### config.mk
export PLATFORM = sky130hd
export DESIGN_NAME = freq_generator
export DESIGN_NICKNAME = d
export VERILOG_FILES = /design/src/rtl/freq_gen_pkg.sv /design/src/rtl/half_period_counter.sv /design/src/rtl/freq_generator.sv
export SDC_FILE = /design/constraint.sdc
export NUM_CORES = 1
export LEC_CHECK = 0
export BUFFER_PORTS_ARGS = -buffer_cell sky130_fd_sc_hd__clkbuf_2
export CORE_MARGIN = 3
export CORE_UTILIZATION = 40
export DETAILED_ROUTE_END_ITERATION = 7
export PLACE_DENSITY_LB_ADDON = 0.1
export SLEW_MARGIN = 20
export SYNTH_ARGS = -nofsm -noshare
export SYNTH_HDL_FRONTEND = slang
export SYNTH_SLANG_ARGS = --single-unit
### constraint.sdc
create_clock -name clk -period 3 [get_ports clk]
set_clock_uncertainty 0.15 [all_clocks]
set_input_delay 0.45 -clock clk [delete_from_list [all_inputs] [get_ports clk]]
set_output_delay 0.45 -clock clk [all_outputs]
set_load 0.01 [all_outputs]
### src/rtl/freq_gen_pkg.sv
// Shared constants and types for the square-wave tone generator.
//   CNT_W        : default threshold/counter width
//   CLK_HZ       : nominal system clock (internal oscillator)
//   fg_state_t   : generator FSM states
//   NOTE_*       : half-period thresholds for common notes at CLK_HZ
//   note_threshold(): threshold for a tone frequency, rounded to nearest
package freq_gen_pkg;

  localparam int unsigned CNT_W  = 32;
  localparam int unsigned CLK_HZ = 48_000_000;

  typedef enum logic {
    IDLE = 1'b0,
    RUN  = 1'b1
  } fg_state_t;

  localparam int unsigned NOTE_A4 = 54544;
  localparam int unsigned NOTE_C5 = 45866;
  localparam int unsigned NOTE_A5 = 27272;

  // CLK_HZ/(2*hz) - 1, rounded so the generated tone lands closest to hz.
  function automatic int unsigned note_threshold(input int unsigned hz);
    return ((CLK_HZ + hz) / (2 * hz)) - 1;
  endfunction

endpackage

### src/rtl/half_period_counter.sv
// Half-period counter for freq_generator.
// Holds the running count and the shadow copy of the threshold, and flags
// the half-period boundary.
//   clk, rst   : clock, asynchronous active-high reset
//   run        : counting enabled (generator running and enabled)
//   reload     : while not running, keep shadow tracking threshold
//   threshold  : requested half-period length minus one
//   boundary   : combinational strobe, high when the current half-period ends
module half_period_counter #(
  parameter int unsigned CNT_W = freq_gen_pkg::CNT_W
) (
  input  logic             clk,
  input  logic             rst,
  input  logic             run,
  input  logic             reload,
  input  logic [CNT_W-1:0] threshold,
  output logic             boundary
);

  logic [CNT_W-1:0] count;
  logic [CNT_W-1:0] shadow;
  logic             hit;

  // Equality only: count never passes shadow, so no wrap even at all-ones.
  assign hit      = (count == shadow);
  assign boundary = run && hit;

  always_ff @(posedge clk or posedge rst) begin
    if (rst) begin
      count  <= '0;
      shadow <= '0;
    end else if (!run) begin
      count <= '0;
      if (reload) begin
        shadow <= threshold;
      end
    end else if (hit) begin
      // New threshold is only picked up here, so a half-period never gets cut short.
      count  <= '0;
      shadow <= threshold;
    end else begin
      count <= count + CNT_W'(1);
    end
  end

endmodule

### src/rtl/freq_generator.sv
// Square-wave tone generator for the speaker PWM pin.
// Produces a 50 % duty square wave whose half-period is threshold+1 clocks.
//   clk        : system clock (48 MHz internal oscillator)
//   reset      : asynchronous active-high reset
//   en         : tone enable; low forces pwm low (silence)
//   threshold  : half-period length minus one, in clk cycles
//   pwm        : square-wave output
//   tick       : one-cycle pulse after every pwm toggle
//                (only when FREQGEN_TICK_EN is defined)
module freq_generator #(
  parameter int unsigned CNT_W = freq_gen_pkg::CNT_W
) (
  input  logic             clk,
  input  logic             reset,
  input  logic             en,
  input  logic [CNT_W-1:0] threshold,
  output logic             pwm
`ifdef FREQGEN_TICK_EN
  ,
  output logic             tick
`endif
);

  import freq_gen_pkg::*;

  fg_state_t state, state_d;
  logic      pwm_d;
  logic      boundary;
  logic      run;

  assign run = (state == RUN) && en;

  half_period_counter #(
    .CNT_W (CNT_W)
  ) u_counter (
    .clk       (clk),
    .rst       (reset),
    .run       (run),
    .reload    (state == IDLE),
    .threshold (threshold),
    .boundary  (boundary)
  );

  always_ff @(posedge clk or posedge reset) begin
    if (reset) begin
      state <= IDLE;
      pwm   <= 1'b0;
    end else begin
      state <= state_d;
      pwm   <= pwm_d;
    end
  end

  always_comb begin
    state_d = state;
    pwm_d   = pwm;
    case (state)
      IDLE: begin
        pwm_d = 1'b0;
        if (en) begin
          state_d = RUN;
        end
      end
      RUN: begin
        // Disable wins over a coincident boundary: stop low, no final toggle.
        if (!en) begin
          state_d = IDLE;
          pwm_d   = 1'b0;
        end else if (boundary) begin
          pwm_d = ~pwm;
        end
      end
      default: begin
        state_d = IDLE;
        pwm_d   = 1'b0;
      end
    endcase
  end

`ifdef FREQGEN_TICK_EN
  // boundary only fires while running and enabled, so tick stays low in IDLE.
  always_ff @(posedge clk or posedge reset) begin
    if (reset) begin
      tick <= 1'b0;
    end else begin
      tick <= boundary;
    end
  end
`endif

endmodule

==> results.yml, run 1 <==
power_and_ir_drop:
  vdd_drop_max_v: 0.000188
  powerDensity_nw_per_um2: 490
  p_leak_nw: 1.70
global_route:
  antenna_found_initial: 0
  grt_pass1_wl_microns: 11800
  track_usage_pct: 15.4
  grt_max_degree: 57
  grt_pass1_vias: 2215
  grt-ovfl-total: 0
cts:
  cts_htree_levels: 3
  post_cts_resized: 0
  hold_buffers: 1
  cts-root-buf: "clkbuf_8"
  numCtsBuffers: 9
  post-cts-setup-buffers: 0
  worstSkewPairLatency_ns: 0.34
  cts_tree: "yes"
  cts.sinks: 66
  clockBufferDepth: 2
  path_clk_slew_ns: 0.07
setup_path:
  cpPeakStageDelay_ns: 0.46
  rrSetupSlack_ns: 0.47
  worstPathCellList: "xor2_1 > nor4_1 > nand4_1 > o31a_2 > buf_4 > mux2_4"
  crit_family: "simple AND/OR/NAND/NOR gates"
  end_kind: "register"
  r2r-start: "u_counter.count[21]"
  r2r-end: "u_counter.shadow[18]"
  reg2reg_depth: 6
  path_buf_inv: 1
  cpMaxStageDelayCell: "dfrtp_1"
  worstPathMaxFanout: 17
  critical_path_arrival_ns: 2.60
  start_kind: "register"
  worstSetupPathType: "reg2reg"
  cp.required_ns: 3.07
min_path:
  worstHoldStart: "en"
  hold_path_depth: 1
  min_to: "state"
  holdCritPathClass: "in2reg"
route:
  antenna_left: 0
  drt_iter0_drc: 70
  drc_errors: 0
  wl_per_cell_microns: 15.1
  routed_wl_microns: 6600
  drtPass1Iterations: 4
  num_vias: 2091
  avgViaCountPerCell: 4.78
timing:
  hold_violations: 0
  fin_crit_ns: 2.53
  final_max_slew_viol_count: 0
  fin_crit_sh_pct: 84.4
  fmax_mhz: 395
  tns_ns: 0
  finalWorstSetupSlack_ns: 0.467
  rsz0062_at_grt: "no"
  relSlewSlack_pct: 67.5
  tightestPinTransition_ns: 0.487
  setup_viol: 0
die:
  dieArea_sq_um: 9590
  rows: 32
  coreArea_sq_um: 7970
  die_x_microns: 97.9
  io_pins: 36
  die_h_microns: 97.9
  initial_utilization_pct: 42.4
synthesis:
  ys_warn_count: 0
  syn_nets: 327
  postSynthCellCount: 291
  synth_top_area_share_pct: 48.9
  synth_flop_cell: "dfrtp_1"
  yosys.area.top_type: "dfrtp_1"
  synthDistinctLibCells: 27
  yosys_register_bits: 66
  ys_async_sr_fraction_pct: 100
  synth_area_leaders: "dfrtp_1, mux2_4, xor2_1"
  synth.avg_cell_area_sq_um: 11.6
  ys_seq_area_share_pct: 48.9
  syn_area_sq_um: 3380
  synth_edf_count: 0
placement:
  place_area_sq_um: 3640
  dp.cells: 420
  routabilityCongestion: 0.773
  io_buffers: 35
  dp_hpwl_microns: 4650
  dp_slack_ns: 0.497
final_layout:
  diodes: 0
  fin_cells: 437
  final_common_cell: "dfrtp_1"
  area_growth_syn_to_layout_pct: 13.8
  post-route-cell-area_sq_um: 3850
  layout_common_cells: "dfrtp_1, nor2_1, xor2_1, clkbuf_2, mux2_4"
  drive_above_1_share_pct: 29.3
  final_net_count: 366
run_status:
  outcome: "finished clean"
run:
  drv_cap: 0
-- flip-flops by register name (all words and copies together) (netlist names) --
signal and count:
state 1, pwm 1, u_counter.count 32, u_counter.shadow 32
-- cells in the mapped netlist, drive strengths merged, types with 3 or more instances --
cell type / n
buf: 9
xor2: 36
clkbuf: 5
dfrtp: 66
nand4: 9
nand3: 8
mux2: 32
nor3: 10
xnor2: 26
nor2: 40
inv: 11
nor4: 15
nand2: 8
and2: 3
-- through the flow --
| step | utilization, % | total power (W) | hold WS (ns) |
|---|---|---|---|
| floorplan | - | 0.00111 | 0.331 |
| global placement | 45.7 | 0.00117 | 0.234 |
| detailed placement | 45.7 | 0.00117 | 0.240 |
| CTS | 48.3 | 0.00191 | 0.109 |
| global route | 48.3 | 0.00198 | 0.113 |
| finish | 48.3 | 0.00189 | 0.116 |
-- layer usage --
| metal | vias up | track usage (%) | wire [microns] |
|---|---|---|---|
| met5 | - | 0 | 0 |
| met4 | 0 | 5.75 | 85 |
| met3 | 8 | 3.29 | 217 |
| met2 | 29 | 22.0 | 2890 |
| met1 | 1001 | 22.9 | 3410 |
| li1 | 1053 | - | - |
-- worst max path at each step --
stage                   startpoint                   end  slack, ns  cells past startpoint
2_1_floorplan                reset                   pwm       0.75                      1
3_3_place_gp    u_counter.count[3]  u_counter.shadow[18]       0.52                      6
3_5_place_dp    u_counter.count[3]  u_counter.shadow[20]       0.50                      6
4_1_cts         u_counter.count[3]  u_counter.shadow[19]       0.46                      6
5_1_grt         u_counter.count[3]  u_counter.shadow[18]       0.30                      6
6_report       u_counter.count[21]  u_counter.shadow[18]       0.47                      6
-- layout make-up --
type,instances,area (sq um)
Timing Repair Buffer,42,243
Fill cell,728,4120
Inverter,11,41.3
Tap cell,102,128
Clock inverter,7,70.1
Sequential cell,66,1650
Clock buffer,9,124
Multi-Input combinational cell,200,1590
-- power by group --
part	internal [W]	switching, W
Clock	0.000380	0.000352
Sequential	0.000935	0.0000368
Combinational	0.000107	0.0000754
Total	0.00142	0.000464
-- cells by family after synthesis --
family,after synthesis,share of synthesized area [%]
buf+inv,25,4.22
mux,32,14.0
compound gates,4,0.777
fa+ha+maj,1,0.370
simple gates,101,15.7
flops,66,48.9
xor+xnor,62,16.1
(Power assumes the default switching activity.)
==> inputs of run 2 (changes only) <==
- clock period: 3 -> 2.08 ns (I/O delays scaled with it)
==> run 2 against run 1 <==
Against the previous run: setup slack lost 0.68 ns; clock power increased by 28%; power rose by 44%; sequential power increased by 44%; critical path depth up 1; non-clock buffer count is 85 higher; the flow now finishes with violations (negative setup slack); clock-buffer cell count rose by 4; largest power group unchanged; sequential share of layout area decreased by 9.9 points; worst hold slack got worse by 0.071 ns; flip-flop and latch count is the same; final cell count grew 19%.
==> results.yml, run 2 (same netlist as run 1, synthesis figures left out) <==
run_status:
  outcome: "complete, but fails checks"
  violations: "negative setup slack"
die:
  rows: 32
  initial_utilization_pct: 42.4
  die_h_microns: 97.9
  dieArea_sq_um: 9590
  coreArea_sq_um: 7970
  io_pins: 36
  die_x_microns: 97.9
route:
  wl_per_cell_microns: 16.3
  antenna_left: 0
  avgViaCountPerCell: 4.96
  drt_iter0_drc: 74
  drc_errors: 0
  drtPass1Iterations: 4
  routed_wl_microns: 8480
  num_vias: 2587
cts:
  cts-root-buf: "clkbuf_8"
  path_clk_slew_ns: 0.07
  worstSkewPairLatency_ns: 0.34
  cts_htree_levels: 3
  numCtsBuffers: 9
  clockBufferDepth: 2
  cts_tree: "yes"
  cts.sinks: 66
final_layout:
  post-route-cell-area_sq_um: 5000
  final_net_count: 451
  nFillCells: 630
  final_common_cell: "dfrtp_1"
  largest_registers: "u_counter.count x32, u_counter.shadow x32"
  drive_above_1_share_pct: 52.6
  diodes: 0
  seq_area_sq_um: 1650
  layout_common_cells: "dfrtp_1, buf_4, xor2_1, clkbuf_2, mux2_4"
  multi_input_area_sq_um: 1960
  area_growth_syn_to_layout_pct: 48.0
setup_path:
  worstPathCellList: "xor2_1 > nor4_2 > buf_4 > nand4_1 > o31a_2 > buf_12 > mux2_4"
  critical_path_arrival_ns: 2.37
  r2r-start: "u_counter.count[11]"
  r2r-end: "u_counter.shadow[28]"
  reg2reg_depth: 7
  cpPeakStageDelay_ns: 0.41
  end_kind: "register"
  rrSetupSlack_ns: -0.22
  start_kind: "register"
  worstSetupPathType: "reg2reg"
  cpMaxStageDelayCell: "dfrtp_1"
  cp.required_ns: 2.16
  worstPathMaxFanout: 21
timing:
  fin_crit_sh_pct: 110
  worst_hold_slack_ns: 0.0449
  finalWorstSetupSlack_ns: -0.218
  hold_violations: 0
  final_max_slew_viol_count: 0
  fmax_mhz: 435
  relSlewSlack_pct: 80.0
  tightestPinTransition_ns: 0.298
  fin_crit_ns: 2.30
  setup_viol: 43
  rsz0062_at_grt: "yes"
global_route:
  grt_max_degree: 44
  antenna_found_initial: 0
  track_usage_pct: 18.1
  grt-ovfl-total: 0
  grt_pass1_wl_microns: 13500
  grt_pass1_vias: 2745
placement:
  place_area_sq_um: 4130
  routabilityCongestion: 0.823
  dp_hpwl_microns: 5430
  io_buffers: 35
  dp_slack_ns: -0.206
power_and_ir_drop:
  vdd_drop_max_v: 0.000381
  p_leak_nw: 2.42
  powerDensity_nw_per_um2: 542
min_path:
  worstHoldStart: "threshold[22]"
  holdCritPathClass: "in2reg"
  hold_path_depth: 2
  min_to: "u_counter.shadow[22]"
run:
  drv_cap: 0
==> run 2: cell types whose count changed in the layout (fill, tap and decap cells not counted), moves of 6 or more <==
cell    before  now
buf_4        5   63
buf_6        0   17
nor2_1      40   21
nor2_2       0    6
nor2_4       0   13
nor3_1      10    2
nor3_4       0    7
nor4_1      10    3
nor4_4       0    7
==> run 2: where the power goes <==
group          switching [W]  internal [W]  total (W)
combinational       0.000149      0.000224   0.000373
clock               0.000477      0.000461   0.000938
sequential         0.0000544       0.00135    0.00140
==> run 2: final cells by class <==
| type | instances | share of cell area [%] |
|---|---|---|
| clock inverter | 3 | 0.300 |
| inverter | 11 | 0.900 |
| tap | 102 | 2.55 |
| multi-input combinational | 200 | 39.1 |
| sequential | 66 | 33.0 |
| clock buffer | 13 | 2.98 |
| timing repair buffer | 127 | 21.2 |
==> run 2: how the worst max path moves through the flow <==
stage	endpoint	slack, ns	startpoint
4_1_cts	u_counter.shadow[28]	-0.21	u_counter.count[11]
2_1_floorplan	u_counter.shadow[0]	-0.03	u_counter.count[22]
3_5_place_dp	u_counter.shadow[5]	-0.21	u_counter.count[17]
5_1_grt	u_counter.shadow[27]	-0.32	u_counter.count[11]
6_report	u_counter.shadow[28]	-0.22	u_counter.count[11]
3_3_place_gp	u_counter.shadow[3]	-0.22	u_counter.shadow[22]
==> run 2: metrics by stage <==
stage               util [%]  setup TNS, ns  power (W)  instances
finish                  62.8          -6.57    0.00271        522
global route            62.8         -12.57    0.00284        522
CTS                     58.7          -6.43    0.00272        515
detailed placement      51.8          -7.23    0.00175        481
global placement        51.8          -7.45    0.00175        481
floorplan                  -         -0.932    0.00160        291
==> run 2: critical path, delay by kind of cell, from the launching register on <==
family	cells	cell delay, ns
DFF	1	0.41
AOI/OAI and AO/OA	1	0.40
and+or+nand+nor	2	0.38
buffers and inverters	2	0.34
muxes	1	0.31
xor gates and xnor gates	1	0.18
==> run 2: what timing repair did <==
item | 4_1_cts | 5_1_grt
gates resized for setup | 38 | 68
cloned | 3 | 0
endpoints found under the hold margin | 67 | 0
pin swaps | 18 | 28
hold buffers | 2 | 0
setup endpoints to repair | 44 | 65
setup buffers | 14 | 8
==> run 2: routing by layer <==
layer / part of all wire (%) / vias up / track usage, %
met4: 2.7 / 0 / 7.99
met1: 44 / 1282 / 22.9
met2: 49 / 51 / 29.3
li1: - / 1233 / -
met5: 0 / - / 0
met3: 3.9 / 21 / 4.57
==> inputs of run 3 (changes only) <==
- PLACE_DENSITY: not set -> 0.68
- PLACE_DENSITY_LB_ADDON: 0.1 -> not set
==> run 3 against run 2 <==
Against the previous run: the flow still finishes with violations (negative setup slack); non-clock buffer count is 20 lower; via count is 0.27% higher; sequential power hardly changed; clock power is 29% higher; critical endpoint is now u_counter.shadow[14].
==> results.yml, run 3 (same netlist as run 1, synthesis figures left out) <==
route:
  num_vias: 2594
  drtPass1Iterations: 4
  avgViaCountPerCell: 5.17
  routed_wl_microns: 9020
  wl_per_cell_microns: 18.0
  drt_iter0_drc: 137
  drc_errors: 0
  antenna_left: 0
global_route:
  grt_pass1_wl_microns: 13000
  track_usage_pct: 17.4
  grt_pass1_vias: 2604
  antenna_found_initial: 0
  grt-ovfl-total: 0
  grt_max_degree: 67
setup_path:
  cpMaxStageDelayCell: "dfrtp_1"
  reg2reg_depth: 6
  r2r-end: "u_counter.shadow[14]"
  cp.required_ns: 2.17
  cpPeakStageDelay_ns: 0.41
  crit_family: "simple AND/OR/NAND/NOR gates"
  rrSetupSlack_ns: -0.19
  worstPathCellList: "xor2_1 > nor4_2 > nand4_1 > o31a_4 > buf_12 > mux2_4"
  r2r-start: "u_counter.shadow[21]"
  cp.depth: 6
  start_kind: "register"
  critical_path_arrival_ns: 2.36
  worstPathMaxFanout: 11
  worstSetupPathType: "reg2reg"
  path_buf_inv: 1
  end_kind: "register"
cts:
  cts.sinks: 66
  cts-root-buf: "clkbuf_8"
  worstSkewPairLatency_ns: 0.36
  clockBufferDepth: 2
  numCtsBuffers: 9
  path_clk_slew_ns: 0.07
  cts_htree_levels: 3
  cts_tree: "yes"
placement:
  dp_hpwl_microns: 5130
  dp_slack_ns: -0.273
  io_buffers: 35
  routabilityCongestion: 0.821
final_layout:
  largest_registers: "u_counter.count x32, u_counter.shadow x32"
  area_growth_syn_to_layout_pct: 49.0
  final_net_count: 431
  layout_common_cells: "dfrtp_1, buf_4, xor2_1, clkbuf_2, mux2_4"
  final_common_cell: "dfrtp_1"
  diodes: 0
  drive_above_1_share_pct: 54.8
  fin_util_pct: 63.2
timing:
  relSlewSlack_pct: 74.2
  fmax_mhz: 441
  tightestPinTransition_ns: 0.383
  hold_violations: 0
  final_max_slew_viol_count: 0
  fin_crit_ns: 2.27
  rsz0062_at_grt: "yes"
  setup_viol: 63
  finalWorstSetupSlack_ns: -0.190
  fin_crit_sh_pct: 109
die:
  rows: 32
  dieArea_sq_um: 9590
  die_x_microns: 97.9
  coreArea_sq_um: 7970
  die_h_microns: 97.9
  initial_utilization_pct: 42.4
  io_pins: 36
power_and_ir_drop:
  powerDensity_nw_per_um2: 594
  p_leak_nw: 2.34
  vdd_drop_max_v: 0.000329
  p_total_w: 0.00299
run:
  drv_cap: 0
min_path:
  min_to: "u_counter.shadow[25]"
  worstHoldStart: "threshold[25]"
  hold_path_depth: 2
  holdCritPathClass: "in2reg"
run_status:
  outcome: "complete, but fails checks"
  violations: "negative setup slack"
run 3: cell count changes in the layout (fill, tap and decap cells not counted), moves of 4 or more:
cell | previous run | this run
nor2_1 | 21 | 9
xnor2_2 | 4 | 9
buf_4 | 63 | 51
buf_6 | 17 | 5
xnor2_1 | 22 | 17
nor2_4 | 13 | 25
buf_12 | 5 | 9
run 3: cell type report:
class / instances / area (sq um)
clock buffer: 11 / 141
clock inverter: 5 / 77.6
fill: 556 / 2930
inverter: 11 / 45.0
multi-input combinational: 200 / 2060
sequential: 66 / 1650
tap: 102 / 128
timing repair buffer: 107 / 935
run 3: how the worst max path moves through the flow:
stage          slack [ns]              endpoint            startpoint
5_1_grt             -0.26   u_counter.shadow[3]  u_counter.shadow[31]
4_1_cts             -0.21   u_counter.shadow[3]   u_counter.count[11]
2_1_floorplan       -0.03   u_counter.shadow[0]   u_counter.count[22]
6_report            -0.19  u_counter.shadow[14]  u_counter.shadow[21]
3_3_place_gp        -0.25  u_counter.shadow[14]  u_counter.shadow[22]
3_5_place_dp        -0.27   u_counter.shadow[0]   u_counter.count[17]
run 3: metal layers:
metal	track usage (%)	wire length [microns]	up-vias
met3	5.64	458	13
met2	28.9	4750	87
met4	4.90	129	0
met1	21.9	3680	1307
li1	-	-	1187
met5	0	0	-
run 3: where the power goes:
group / internal [W] / switching [W] / leakage (nW)
Clock: 0.000703 / 0.000505 / 0.109
Combinational: 0.000216 / 0.000160 / 1.39
Sequential: 0.00135 / 0.0000551 / 0.843
Total: 0.00227 / 0.000720 / 2.34
run 3: what timing repair did:
action	CTS	global route
gates resized for setup	35	75
endpoints found under the setup margin	62	65
cloned	2	3
hold buffers	2	0
hold endpoints to repair	67	0
buffers inserted	3	11
pin swaps	29	47
run 3: per-stage QoR:
stage | cell area, sq um | hold slack [ns] | instances | setup TNS (ns)
floorplan | 3400 | 0.193 | 291 | -0.932
global placement | 4070 | 0.273 | 468 | -8.07
detailed placement | 4070 | 0.273 | 468 | -8.87
CTS | 4570 | 0.0233 | 491 | -6.61
global route | 5040 | 0.0212 | 502 | -11.30
finish | 5040 | 0.0311 | 502 | -6.98
